--- src/rtl/ama_riscv_fetch_pkg.sv ---
// Shared definitions for the instruction-fetch stage: PC select codes,
// the injected NOP and the fetch FSM state encoding.
package ama_riscv_fetch_pkg;

    localparam logic [1:0] PC_SEL_INC   = 2'd0;
    localparam logic [1:0] PC_SEL_ALU   = 2'd1;
    localparam logic [1:0] PC_SEL_BP    = 2'd2;
    localparam logic [1:0] PC_SEL_START = 2'd3;

    // addi x0, x0, 0
    localparam logic [31:0] NOP_INST = 32'h0000_0013;

    typedef enum logic [1:0] {
        FETCH_RST  = 2'd0,
        FETCH_REQ  = 2'd1,
        FETCH_WAIT = 2'd2,
        FETCH_HOLD = 2'd3
    } fetch_state_t;

    function automatic logic [31:0] word_align(input logic [31:0] addr);
        return addr & 32'hFFFF_FFFC;
    endfunction

endpackage

--- src/rtl/ama_riscv_fetch_buffer.sv ---
// Single-entry holding register for a fetched instruction and its PC,
// used when a response lands while ID is stalled.
module ama_riscv_fetch_buffer
    import ama_riscv_fetch_pkg::*;
(
    input  logic        clk,
    input  logic        rst,
    input  logic        load,
    input  logic        drain,
    input  logic        flush,
    input  logic [31:0] load_inst,
    input  logic [31:0] load_pc,
    output logic        valid,
    output logic [31:0] inst,
    output logic [31:0] pc
);

    always_ff @(posedge clk) begin
        if (rst) begin
            valid <= 1'b0;
        end else if (load) begin
            valid <= 1'b1;
        end else if (drain || flush) begin
            valid <= 1'b0;
        end
    end

    always_ff @(posedge clk) begin
        if (rst) begin
            inst <= NOP_INST;
            pc   <= '0;
        end else if (load) begin
            inst <= load_inst;
            pc   <= load_pc;
        end
    end

endmodule

--- src/rtl/ama_riscv_fetch.sv ---
// Instruction-fetch stage: owns the PC, issues single-outstanding requests
// to instruction memory and feeds the IF/ID register.
module ama_riscv_fetch
    import ama_riscv_fetch_pkg::*;
#(
    parameter logic [31:0] RESET_VEC = 32'h0000_0000,
    parameter logic [31:0] NOP       = NOP_INST
) (
    input  logic         clk,
    input  logic         rst,
    input  logic [1:0]   pc_sel,
    input  logic         pc_we,
    input  logic         stall_if,
    input  logic         clear_if,
    input  logic [31:0]  alu_out,
    output logic         imem_req,
    output logic [31:0]  imem_addr,
    input  logic         imem_ready,
    input  logic         imem_rvalid,
    input  logic [31:0]  imem_rdata,
    output logic [31:0]  inst_id,
    output logic [31:0]  pc_id,
    output logic         inst_valid_id,
    output logic         fetch_busy,
    output fetch_state_t state_dbg
);

    // Request channel: a request transfers on a cycle where imem_req and
    // imem_ready are both high; imem_req/imem_addr stay stable until then.
    // Response channel has no backpressure: one imem_rvalid pulse per
    // accepted request, in order.

    fetch_state_t state, state_nxt;
    logic [31:0]  pc, pc_nxt, pc_inc, target, issue_addr;
    logic         kill, kill_nxt;
    logic         redirect, accept;
    logic         rsp_live, rsp_advance, rsp_to_id;
    logic         buf_load, buf_drain, buf_flush, buf_valid, buf_to_id;
    logic [31:0]  buf_inst, buf_pc;

    assign redirect   = pc_we && (pc_sel == PC_SEL_ALU || pc_sel == PC_SEL_START);
    assign target     = (pc_sel == PC_SEL_START) ? RESET_VEC : word_align(alu_out);
    assign pc_inc     = pc + 32'd4;
    assign issue_addr = redirect ? target : ((state == FETCH_WAIT) ? pc_inc : pc);
    assign accept     = imem_req && imem_ready;

    // A live response is one that belongs to the current PC stream.
    assign rsp_live    = (state == FETCH_WAIT) && imem_rvalid && !kill;
    assign rsp_advance = rsp_live && (clear_if || !stall_if);
    assign rsp_to_id   = rsp_live && !clear_if && !stall_if;
    assign buf_to_id   = buf_valid && !redirect && !clear_if && !stall_if;

    assign state_dbg  = state;
    assign fetch_busy = !(rsp_live || buf_valid) && !stall_if;

    always_ff @(posedge clk) begin
        if (rst) begin
            state <= FETCH_RST;
            pc    <= RESET_VEC;
            kill  <= 1'b0;
        end else begin
            state <= state_nxt;
            pc    <= pc_nxt;
            kill  <= kill_nxt;
        end
    end

    always_comb begin
        state_nxt = state;
        pc_nxt    = pc;
        kill_nxt  = kill;
        buf_load  = 1'b0;
        buf_drain = 1'b0;
        buf_flush = 1'b0;
        case (state)
            FETCH_RST: begin
                state_nxt = FETCH_REQ;
            end
            FETCH_REQ: begin
                if (accept) begin
                    pc_nxt    = issue_addr;
                    state_nxt = FETCH_WAIT;
                end else if (redirect) begin
                    pc_nxt = target;
                end
            end
            FETCH_WAIT: begin
                if (imem_rvalid && kill) begin
                    kill_nxt  = 1'b0;
                    state_nxt = FETCH_REQ;
                    if (redirect) pc_nxt = target;
                end else if (rsp_advance) begin
                    pc_nxt    = issue_addr;
                    state_nxt = accept ? FETCH_WAIT : FETCH_REQ;
                end else if (rsp_live && redirect) begin
                    // stalled response on a path being abandoned: drop it
                    pc_nxt    = target;
                    state_nxt = FETCH_REQ;
                end else if (rsp_live) begin
                    buf_load  = 1'b1;
                    state_nxt = FETCH_HOLD;
                end else if (redirect) begin
                    kill_nxt = 1'b1;
                    pc_nxt   = target;
                end
            end
            FETCH_HOLD: begin
                if (redirect) begin
                    buf_flush = 1'b1;
                    pc_nxt    = target;
                    state_nxt = FETCH_REQ;
                end else if (clear_if || !stall_if) begin
                    buf_drain = 1'b1;
                    pc_nxt    = pc_inc;
                    state_nxt = FETCH_REQ;
                end
            end
            default: begin
                state_nxt = FETCH_RST;
            end
        endcase
    end

    always_comb begin
        imem_req = 1'b0;
        case (state)
            FETCH_REQ:  imem_req = pc_we;
            FETCH_WAIT: imem_req = pc_we && rsp_advance;
            default:    imem_req = 1'b0;
        endcase
        if (rst) imem_req = 1'b0;
        imem_addr = issue_addr;
    end

    ama_riscv_fetch_buffer u_buffer (
        .clk       (clk),
        .rst       (rst),
        .load      (buf_load),
        .drain     (buf_drain),
        .flush     (buf_flush),
        .load_inst (imem_rdata),
        .load_pc   (pc),
        .valid     (buf_valid),
        .inst      (buf_inst),
        .pc        (buf_pc)
    );

    // IF/ID register: clear beats stall beats load
    always_ff @(posedge clk) begin
        if (rst) begin
            inst_id       <= NOP;
            pc_id         <= '0;
            inst_valid_id <= 1'b0;
        end else if (clear_if) begin
            inst_id       <= NOP;
            inst_valid_id <= 1'b0;
        end else if (!stall_if) begin
            if (rsp_to_id) begin
                inst_id       <= imem_rdata;
                pc_id         <= pc;
                inst_valid_id <= 1'b1;
            end else if (buf_to_id) begin
                inst_id       <= buf_inst;
                pc_id         <= buf_pc;
                inst_valid_id <= 1'b1;
            end else begin
                inst_id       <= NOP;
                inst_valid_id <= 1'b0;
            end
        end
    end

endmodule

--- config.mk ---
export PLATFORM = sky130hd
export DESIGN_NAME = ama_riscv_fetch
export DESIGN_NICKNAME = d
export VERILOG_FILES = /design/src/rtl/ama_riscv_fetch_pkg.sv /design/src/rtl/ama_riscv_fetch_buffer.sv /design/src/rtl/ama_riscv_fetch.sv
export SDC_FILE = /design/constraint.sdc
export NUM_CORES = 1
export LEC_CHECK = 0
export CELL_PAD_IN_SITES_DETAIL_PLACEMENT = 0
export CELL_PAD_IN_SITES_GLOBAL_PLACEMENT = 1
export CORE_MARGIN = 2
export CORE_UTILIZATION = 41
export DETAILED_ROUTE_END_ITERATION = 10
export PLACE_DENSITY = 0.81
export SYNTH_ARGS = -nofsm -noshare
export SYNTH_HDL_FRONTEND = slang
export SYNTH_SLANG_ARGS = --single-unit
--- constraint.sdc ---
create_clock -name clk -period 4.51 [get_ports clk]
set_clock_uncertainty 0.1 [all_clocks]
set_input_delay 1.1275 -clock clk [delete_from_list [all_inputs] [get_ports clk]]
set_output_delay 1.1275 -clock clk [all_outputs]
set_load 0.005 [all_outputs]
Yosys cells after proc, flatten, opt, wreduce, memory -nomap -nowiden
Index checks and enable logic that the tools add are counted.
{ "word_totals": {"output_inout_bits": 101, "regBits": 165, "elab_cells": 103} }
{ "op_classes": {"n_reduce_logical": 33, "eq_ne": 12, "n_bitwise": 2, "n_mux": 46, "add_sub_neg": 1} }
{ "ops": {"columns": ["op", "count"], "rows": [
  ["$mux 32", 15],
  ["$pmux 32 s3", 1],
  ["$add 32x3->32 const B", 1],
  ["$mux 1", 20],
  ["$mux 2", 8],
  ["$logic_and 1x1->1", 14],
  ["$ne 5x3->1 const B", 2],
  ["$reduce_and 3->1", 3],
  ["$pmux 2 s4", 1],
  ["$eq 2x2->1 const B", 3],
  ["$reduce_bool 2->1", 3],
  ["$logic_not 1->1", 5],
  ["$reduce_and 5->1", 1],
  ["$eq 2x1->1 const B", 2],
  ["$logic_or 1x1->1", 4],
  ["$ne 2x1->1 const B", 2],
  ["$ne 2x2->1 const B", 2],
  ["$ne 3x3->1 const B", 1],
  ["$reduce_bool 3->1", 1],
  ["$logic_not 2->1", 1],
  ["$not 1->1", 2],
  ["$pmux 1 s2", 1],
  ["$reduce_or 2->1", 1]
]} }

Longest topological paths before layout
Gate-level depths: netlist of the first run.
{ "depth": {"word_depth": 12, "ltp_mapped": 10, "ltp_nobuf": 8} }

Modules after synthesis
A second synthesis of the first run with hierarchy kept.
{ "unflattened": {"hier_cells": 1131, "area_unflattened_um2": 9150.0} }
{ "modules_own_cells": {"columns": ["module", "area_each_um2", "seq_area_each_um2", "cells_per_inst", "n_inst"], "rows": [
  ["ama_riscv_fetch", 6805.3, 2001.9, 920, 1],
  ["ama_riscv_fetch_buffer", 2344.7, 1301.2, 211, 1]
]} }

Worst setup path after synthesis of the first run
No wires, ideal clock.
{ "synth_path": {"path_type": "input -> output", "from": "input pc_sel[0]", "to": "output imem_addr[0]", "path_buffers": 3, "cell_stages": 5, "slack_ns": 0.986, "arrival_ns": 2.296, "cell_sequence": "nand2_1 > clkbuf_1 > clkbuf_1 > buf_1 > and2_1"} }
{ "synth_between": {"elab_chain_cells": 4, "word_cells_on_any_way": 5, "classes_between": "eq/ne (2); mux (1); reduce/logical (2)"} }
{ "synth_lines": {"columns": ["element", "line", "source"], "rows": [
  ["from (decl)", "ama_riscv_fetch.sv:11", "input logic [1:0] pc_sel,"],
  ["$eq 2x1->1 / $eq 2x2->1 (equally long branches)", "ama_riscv_fetch.sv:41", "assign redirect = pc_we && (pc_sel == PC_SEL_ALU || pc_sel == PC_SEL_START);"],
  ["$logic_or 1x1->1 *", "ama_riscv_fetch.sv:41", null],
  ["$logic_and 1x1->1 *", "ama_riscv_fetch.sv:41", null],
  ["$mux 32 *", "ama_riscv_fetch.sv:44", "assign issue_addr = redirect ? target : ((state == FETCH_WAIT) ? pc_inc : pc);"],
  ["to (decl)", "ama_riscv_fetch.sv:17", "output logic [31:0] imem_addr,"]
]} }
Mark *: on every way between the ends. The rest lies on a longest branch, timed or not.

Worst setup path after layout of the first run
{ "layout_path": {"from": "register pc[9]", "to": "output imem_addr[23]"} }
{ "layout_between": {"elab_chain_cells": 3} }
{ "layout_lines": {"columns": ["element", "line", "source"], "rows": [
  ["from (decl)", "ama_riscv_fetch.sv:34", "logic [31:0] pc, pc_nxt, pc_inc, target, issue_addr;"],
  ["from (signal assigned)", "ama_riscv_fetch.sv:63", "pc <= pc_nxt;"],
  ["$add 32x3->32", "ama_riscv_fetch.sv:43", "assign pc_inc = pc + 32'd4;"],
  ["$mux 32 (2 in series)", "ama_riscv_fetch.sv:44", null]
]} }
No other way between the ends.

==> results of run 1 <==
-- state kept, by name (all words and copies together), names as in the netlist --
name,cells
u_buffer.inst,32
pc_id,32
inst_valid_id,1
u_buffer.pc,32
inst_id,32
pc,32
kill,1
u_buffer.valid,1
state_dbg,2
-- worst max path at each step --
stage                  startpoint  slack, ns  depth (start not counted)       endpoint
3_3_place_gp                pc_we       0.26                          6   imem_addr[3]
2_1_floorplan           pc_sel[0]       0.99                          5   imem_addr[0]
3_5_place_dp                pc_we       0.23                          6   imem_addr[3]
4_1_cts        pc[3]$_SDFFE_PP0P_       0.03                          7  imem_addr[26]
6_report       pc[9]$_SDFFE_PP0P_       0.17                          6  imem_addr[23]
5_1_grt        pc[9]$_SDFFE_PP0P_      0.003                          6  imem_addr[23]
-- stage by stage --
stage | power [uW] | cell area [um^2] | hold slack [ns] | utilization, % | instances
after floorplan | 2570 | 9260 | 0.336 | - | 1211
after global placement | 3100 | 11200 | 0.341 | 50.9 | 1590
after detailed placement | 3100 | 11200 | 0.346 | 50.9 | 1590
after CTS | 4620 | 11800 | 0.356 | 53.8 | 1622
after global routing | 4840 | 11900 | 0.373 | 53.9 | 1622
final | 4620 | 11900 | 0.355 | 53.9 | 1622
-- routing by layer --
metal / up-vias / track usage (%) / share of wire [%]
li1: 4557 / - / -
met2: 361 / 39.3 / 45
met3: 50 / 4.23 / 6.0
met1: 4462 / 36.8 / 46
met4: 0 / 8.38 / 2.4
met5: - / 0 / 0
-- cells in the mapped netlist, types with 16 or more instances --
| cell type | n | area, um^2 |
|---|---|---|
| xnor2_1 | 24 | 210 |
| o21ai_0 | 22 | 110 |
| a211oi_1 | 49 | 368 |
| mux2i_1 | 34 | 340 |
| dfxtp_1 | 165 | 3300 |
| clkbuf_1 | 76 | 285 |
| a21oi_1 | 157 | 786 |
| nand4_1 | 16 | 100 |
| a22oi_1 | 33 | 248 |
| nor2_1 | 98 | 368 |
| buf_2 | 23 | 115 |
| nand2_1 | 232 | 871 |
| nor2b_1 | 21 | 131 |
| nor3_1 | 25 | 125 |
-- layout by cell type (no fill, tap or decap), types with 10 or more instances in the layout --
cell type,count
mux2i_1,34
clkbuf_16,17
xnor2_1,24
nand3_1,12
nor2_1,97
a31oi_1,11
xor2_1,15
nor4_1,10
nand4_1,16
a22oi_1,33
buf_4,48
nand2_1,229
a211oi_1,49
dfxtp_1,161
o21ai_0,21
nor2b_1,21
clkdlybuf4s50_1,170
a21oi_1,157
nor3_1,23
-- cell families after synthesis --
family / count (synthesis) / synth area share [%]
AO/OA/AOI/OAI: 352 / 24.7
XOR/XNOR: 39 / 3.69
adder cells (fa/ha/maj): 5 / 0.675
buffers and inverters: 132 / 6.31
flip-flops: 165 / 35.7
multiplexers: 34 / 3.67
AND/OR/NAND/NOR: 484 / 25.3
-- cell type report --
cell class                 count  area (um^2)
clock buffer                  17          425
fill                        2124        10200
clock inverter                15          194
tap                          280          350
timing repair buffer         221         2120
sequential                   165         3310
multi-input combinational    914         5430
inverter                      10         37.5
-- power by group through the flow --
stage | Combinational [uW] | Clock [uW] | Sequential (uW)
finish | 1290 | 1520 | 1810
CTS | 1280 | 1540 | 1800
floorplan | 946 | 0 | 1620
global placement | 1270 | 0 | 1830
detailed placement | 1270 | 0 | 1830
global route | 1400 | 1610 | 1830
-- worst max-delay path, delay by kind of cell, from the launching register on --
family                 cells  cell delay [ns]
AND/OR/NAND/NOR            3             1.26
flip-flops                 1             0.58
buffers and inverters      1             0.52
XOR/XNOR                   1             0.17
AO/OA/AOI/OAI              1             0.15
-- timing repair --
item / CTS / global route
gates resized for setup: 1 / 7
cloned: 0 / 0
endpoints found under the setup margin: 1 / 5
pin swaps: 0 / 0
==> flow_summary.yaml, run 1 <==
logic_synthesis:
  netlist_instances: 1211
  netlist_area_um2: 9260
  ys.warnings.count: 0
  ys_async_sr_fraction_pct: 0
  synth-seq-area-share_pct: 35.7
  ys_types: 78
  ys_ff_latch: 165
  synth-main-ff-cell: "dfxtp_1"
  synth_edf_count: 0
  syn_avg_cell_area_um2: 7.65
  synth_fp_nets: 1289
power:
  p_sw_share_pct: 37.1
  p_int_uw: 2910
  power_density_nw_per_um2: 389
  p_sw_uw: 1710
  seqPwrFrac_pct: 39.2
  p_leak_uw: 0.00415
  peakVddDrop_mv: 0.215
  combPwrFrac_pct: 27.9
  power_frac_clock_pct: 32.8
final_layout:
  num_antenna_cells: 0
  area.growth.synth_to_final_pct: 28.1
  layout.nets: 1407
  final_layout_size_suffix_gt1_share_pct: 9.69
sta:
  slew_violations: 0
  slew_headroom_pct: 31.6
  fin_ws_ns: 0.167
  hold_viol_final: 0
  period_share_pct: 96.3
  fin_setup_tns_ns: 0
  tightestPinTransition_ns: 1.03
  setup_viol: 0
  rsz0062_at_grt: "no"
  max_freq_mhz: 230
  post-route-min-period_ns: 4.34
hold_path:
  hold_depth: 2
  hp-class: "flip-flop to flip-flop"
  hp-start: "u_buffer.inst[7]$_SDFFE_PP0P_"
  whs_endpoint: "u_buffer.inst[7]$_SDFFE_PP0P_"
die:
  die_w_um: 154
  io_pins: 174
  coreArea_um2: 22000
  die-height_um: 154
  initial_core_util_pct: 42.1
  die_area_um2: 23800
  row_count: 54
clock_network:
  htree_levels: 4
  cts_sinks: 165
  cts-root-buf: "clkbuf_16"
  cts_hold_buf: 0
  clock_latency_ns: 0.45
  clk_pin_slew_ns: 0.08
  tritoncts: "yes"
  clock_tree.buffer_depth: 2
  cts_made_buffers: 17
  cts_setup_buffers: 0
setup_path:
  cp-end-kind: "output pin"
  crit_type: "flip-flop to output pin"
  path_cells: "and4_1, nand4_4, or4_1, xor2_1, a21oi_1, clkdlybuf4s50_1"
  reg2reg_slack_ns: 1.18
  required_ns: 3.28
  r2r_cells: 7
  crit_arrival_ns: 3.12
  crit_path_max_fanout: 16
  rr_endpoint: "pc[8]$_SDFFE_PP0P_"
  cp-start-kind: "flip-flop"
  critPathSlowestCell: "or4_1"
  worstReg2RegStart: "state_dbg[0]$_SDFFE_PP0P_"
  critPathMaxStageDelay_ns: 0.63
global_routing:
  grt_overflow: 0
  antenna_found_initial: 0
  grt.total_usage_pct: 25.7
  grt_max_degree: 97
  grt_pass1_wl_mm: 48.8
  grt_pass1_vias: 8593
placed_design:
  place_ws_ns: 0.226
  dp_hpwl_mm: 20.9
  place_congestion: 0.927
  io_buffers: 171
detailed_routing:
  num_vias: 9430
  antenna_left: 0
  drc_errors: 0
  viasPerCell: 5.81
  initialDrtViolationCount: 839
  wl_mm: 30.9
  wire_per_inst_um: 19.1
  drtPass1Iterations: 5
job:
  maxCapViolCount: 0
run_status:
  status: "finished clean"
(Power assumes the default switching activity.)
==> inputs of run 2 (changes only) <==
==> constraint.sdc (replaced) <==
create_clock -name clk -period 4.51 [get_ports clk]
set_clock_uncertainty 0.1 [all_clocks]
set_input_delay 1.1275 -clock clk [delete_from_list [all_inputs] [get_ports clk]]
set_output_delay 1.1275 -clock clk [all_outputs]
set_load 0.05 [all_outputs]
==> flow_summary.yaml, run 2 (synthesis results as in run 1) <==
detailed_routing:
  wire_per_inst_um: 18.6
  wl_mm: 30.0
  drtPass1Iterations: 6
  viasPerCell: 5.74
  drc_errors: 0
  num_vias: 9252
  initialDrtViolationCount: 926
  antenna_left: 0
clock_network:
  cts-root-buf: "clkbuf_16"
  clk_pin_slew_ns: 0.07
  tritoncts: "yes"
  clock_tree.buffer_depth: 2
  cts_sinks: 165
  cts_setup_buffers: 0
  cts_hold_buf: 0
  clock_latency_ns: 0.44
  cts_made_buffers: 17
  htree_levels: 4
  cts_resized: 0
power:
  seqPwrFrac_pct: 37.3
  p_sw_uw: 1940
  power_frac_clock_pct: 30.5
  p_int_uw: 2990
  power_uw: 4930
  combPwrFrac_pct: 32.2
  power_density_nw_per_um2: 412
  p_leak_uw: 0.00421
  p_sw_share_pct: 39.3
  peakVddDrop_mv: 0.239
job:
  maxCapViolCount: 0
die:
  row_count: 54
  die-height_um: 154
  die_w_um: 154
  die_area_um2: 23800
  io_pins: 174
  initial_core_util_pct: 42.1
  coreArea_um2: 22000
hold_path:
  hp-class: "flip-flop to flip-flop"
sta:
  rsz0062_at_grt: "no"
  slew_violations: 0
  tightestPinTransition_ns: 0.980
  post-route-min-period_ns: 4.28
  fin_ws_ns: 0.234
  max_freq_mhz: 234
  hold_viol_final: 0
  period_share_pct: 94.8
  fin_setup_tns_ns: 0
  slew_headroom_pct: 34.7
  setup_viol: 0
final_layout:
  final_common_cell: "nand2_1"
  most-common-layout-cells: "nand2_1, dfxtp_1, a21oi_1"
  final_cell_count_no_fill: 1611
  num_antenna_cells: 0
  layout.nets: 1396
  nFillCells: 2071
  final_layout_size_suffix_gt1_share_pct: 11.0
  area.growth.synth_to_final_pct: 29.1
global_routing:
  grt_max_degree: 78
  grt_pass1_wl_mm: 47.3
  grt_overflow: 0
  grt.total_usage_pct: 24.8
  grt_pass1_vias: 8275
  antenna_found_initial: 0
placed_design:
  dp_cells: 1579
  io_buffers: 171
  place_ws_ns: 0.351
  place_congestion: 0.898
  dp_hpwl_mm: 20.6
setup_path:
  critPathMaxStageDelay_ns: 0.56
  required_ns: 3.28
  crit_arrival_ns: 3.05
  critPathSlowestCell: "nor4_2"
  crit_path_max_fanout: 10
  cp-end-kind: "output pin"
  cp-start-kind: "flip-flop"
  worst_path_most_repeated_cell: "a21oi_1"
  crit_type: "flip-flop to output pin"
  path_cells: "ha_1, nand3_1, nor4_2, a31o_2, a21oi_1, a21oi_1, buf_12"
run_status:
  status: "finished clean"
-- run 2: cell count changes in the layout (fill, tap and decap cells not counted), sizes merged --
cell           before  now
clkdlybuf4s50     170  136
clkinv              9    5
clkinvlp            0    2
bufinv              0    1
inv                16   17
buf                51   74
-- run 2: through the flow --
stage / cell area [um^2] / hold WS, ns / util, %
after floorplan: 9260 / 0.336 / -
after global placement: 11400 / 0.341 / 51.5
final: 12000 / 0.353 / 54.3
after global routing: 12000 / 0.368 / 54.3
after detailed placement: 11400 / 0.346 / 51.5
after CTS: 12000 / 0.355 / 54.3
-- run 2: final timing paths --
kind                               startpoint                     endpoint  slack (ns)  cells past startpoint
setup reg to reg    state_dbg[0]$_SDFFE_PP0P_          pc[27]$_SDFFE_PP0P_        1.59                     10
hold reg to reg   u_buffer.pc[5]$_SDFFE_PP0P_  u_buffer.pc[5]$_SDFFE_PP0P_        0.35                      2
hold / removal    u_buffer.pc[5]$_SDFFE_PP0P_  u_buffer.pc[5]$_SDFFE_PP0P_        0.35                      2
setup / recovery           pc[3]$_SDFFE_PP0P_                imem_addr[26]        0.23                      7
-- run 2: layer usage --
layer	wire length [um]	global-route usage, %
met4	717	7.67
met5	0	0
met2	13300	37.1
met3	2020	4.06
met1	13900	36.4
-- run 2: layout make-up --
class | count | area [um^2] | share of cell area (%)
multi-input combinational | 914 | 5410 | 45.2
sequential | 165 | 3300 | 27.6
timing repair buffer | 210 | 2250 | 18.9
clock buffer | 17 | 425 | 3.56
tap | 280 | 350 | 2.93
clock inverter | 15 | 178 | 1.49
inverter | 10 | 37.5 | 0.314
-- run 2: power groups by stage --
| stage | clock network [uW] | logic, uW | registers (uW) |
|---|---|---|---|
| final | 1500 | 1590 | 1840 |
| after CTS | 1530 | 1580 | 1830 |
| after global routing | 1600 | 1700 | 1860 |
| after floorplan | 0 | 1180 | 1660 |
| after global placement | 0 | 1570 | 1860 |
| after detailed placement | 0 | 1580 | 1860 |
-- run 2: critical path: cells and delay by family (launching register included) --
family                     cells  cell delay (ns)
and+or+nand+nor                2             0.92
AOI/OAI and AO/OA              3             0.64
DFF                            1             0.53
adders and majority gates      1             0.34
buffers and inverters          1             0.19
==> inputs of run 3 (changes only) <==
--- a/config.mk
+++ b/config.mk
@@ -9,8 +9,10 @@
 export CELL_PAD_IN_SITES_GLOBAL_PLACEMENT = 1
 export CORE_MARGIN = 2
 export CORE_UTILIZATION = 41
+export CTS_BUF_LIST = sky130_fd_sc_hd__clkbuf_4 sky130_fd_sc_hd__clkbuf_8 sky130_fd_sc_hd__clkbuf_16
 export DETAILED_ROUTE_END_ITERATION = 10
 export PLACE_DENSITY = 0.81
+export SETUP_SLACK_MARGIN = 0.1
 export SYNTH_ARGS = -nofsm -noshare
 export SYNTH_HDL_FRONTEND = slang
 export SYNTH_SLANG_ARGS = --single-unit
==> results of run 3 <==
No change in the layout: final DEF, timing and power equal those of run 2.
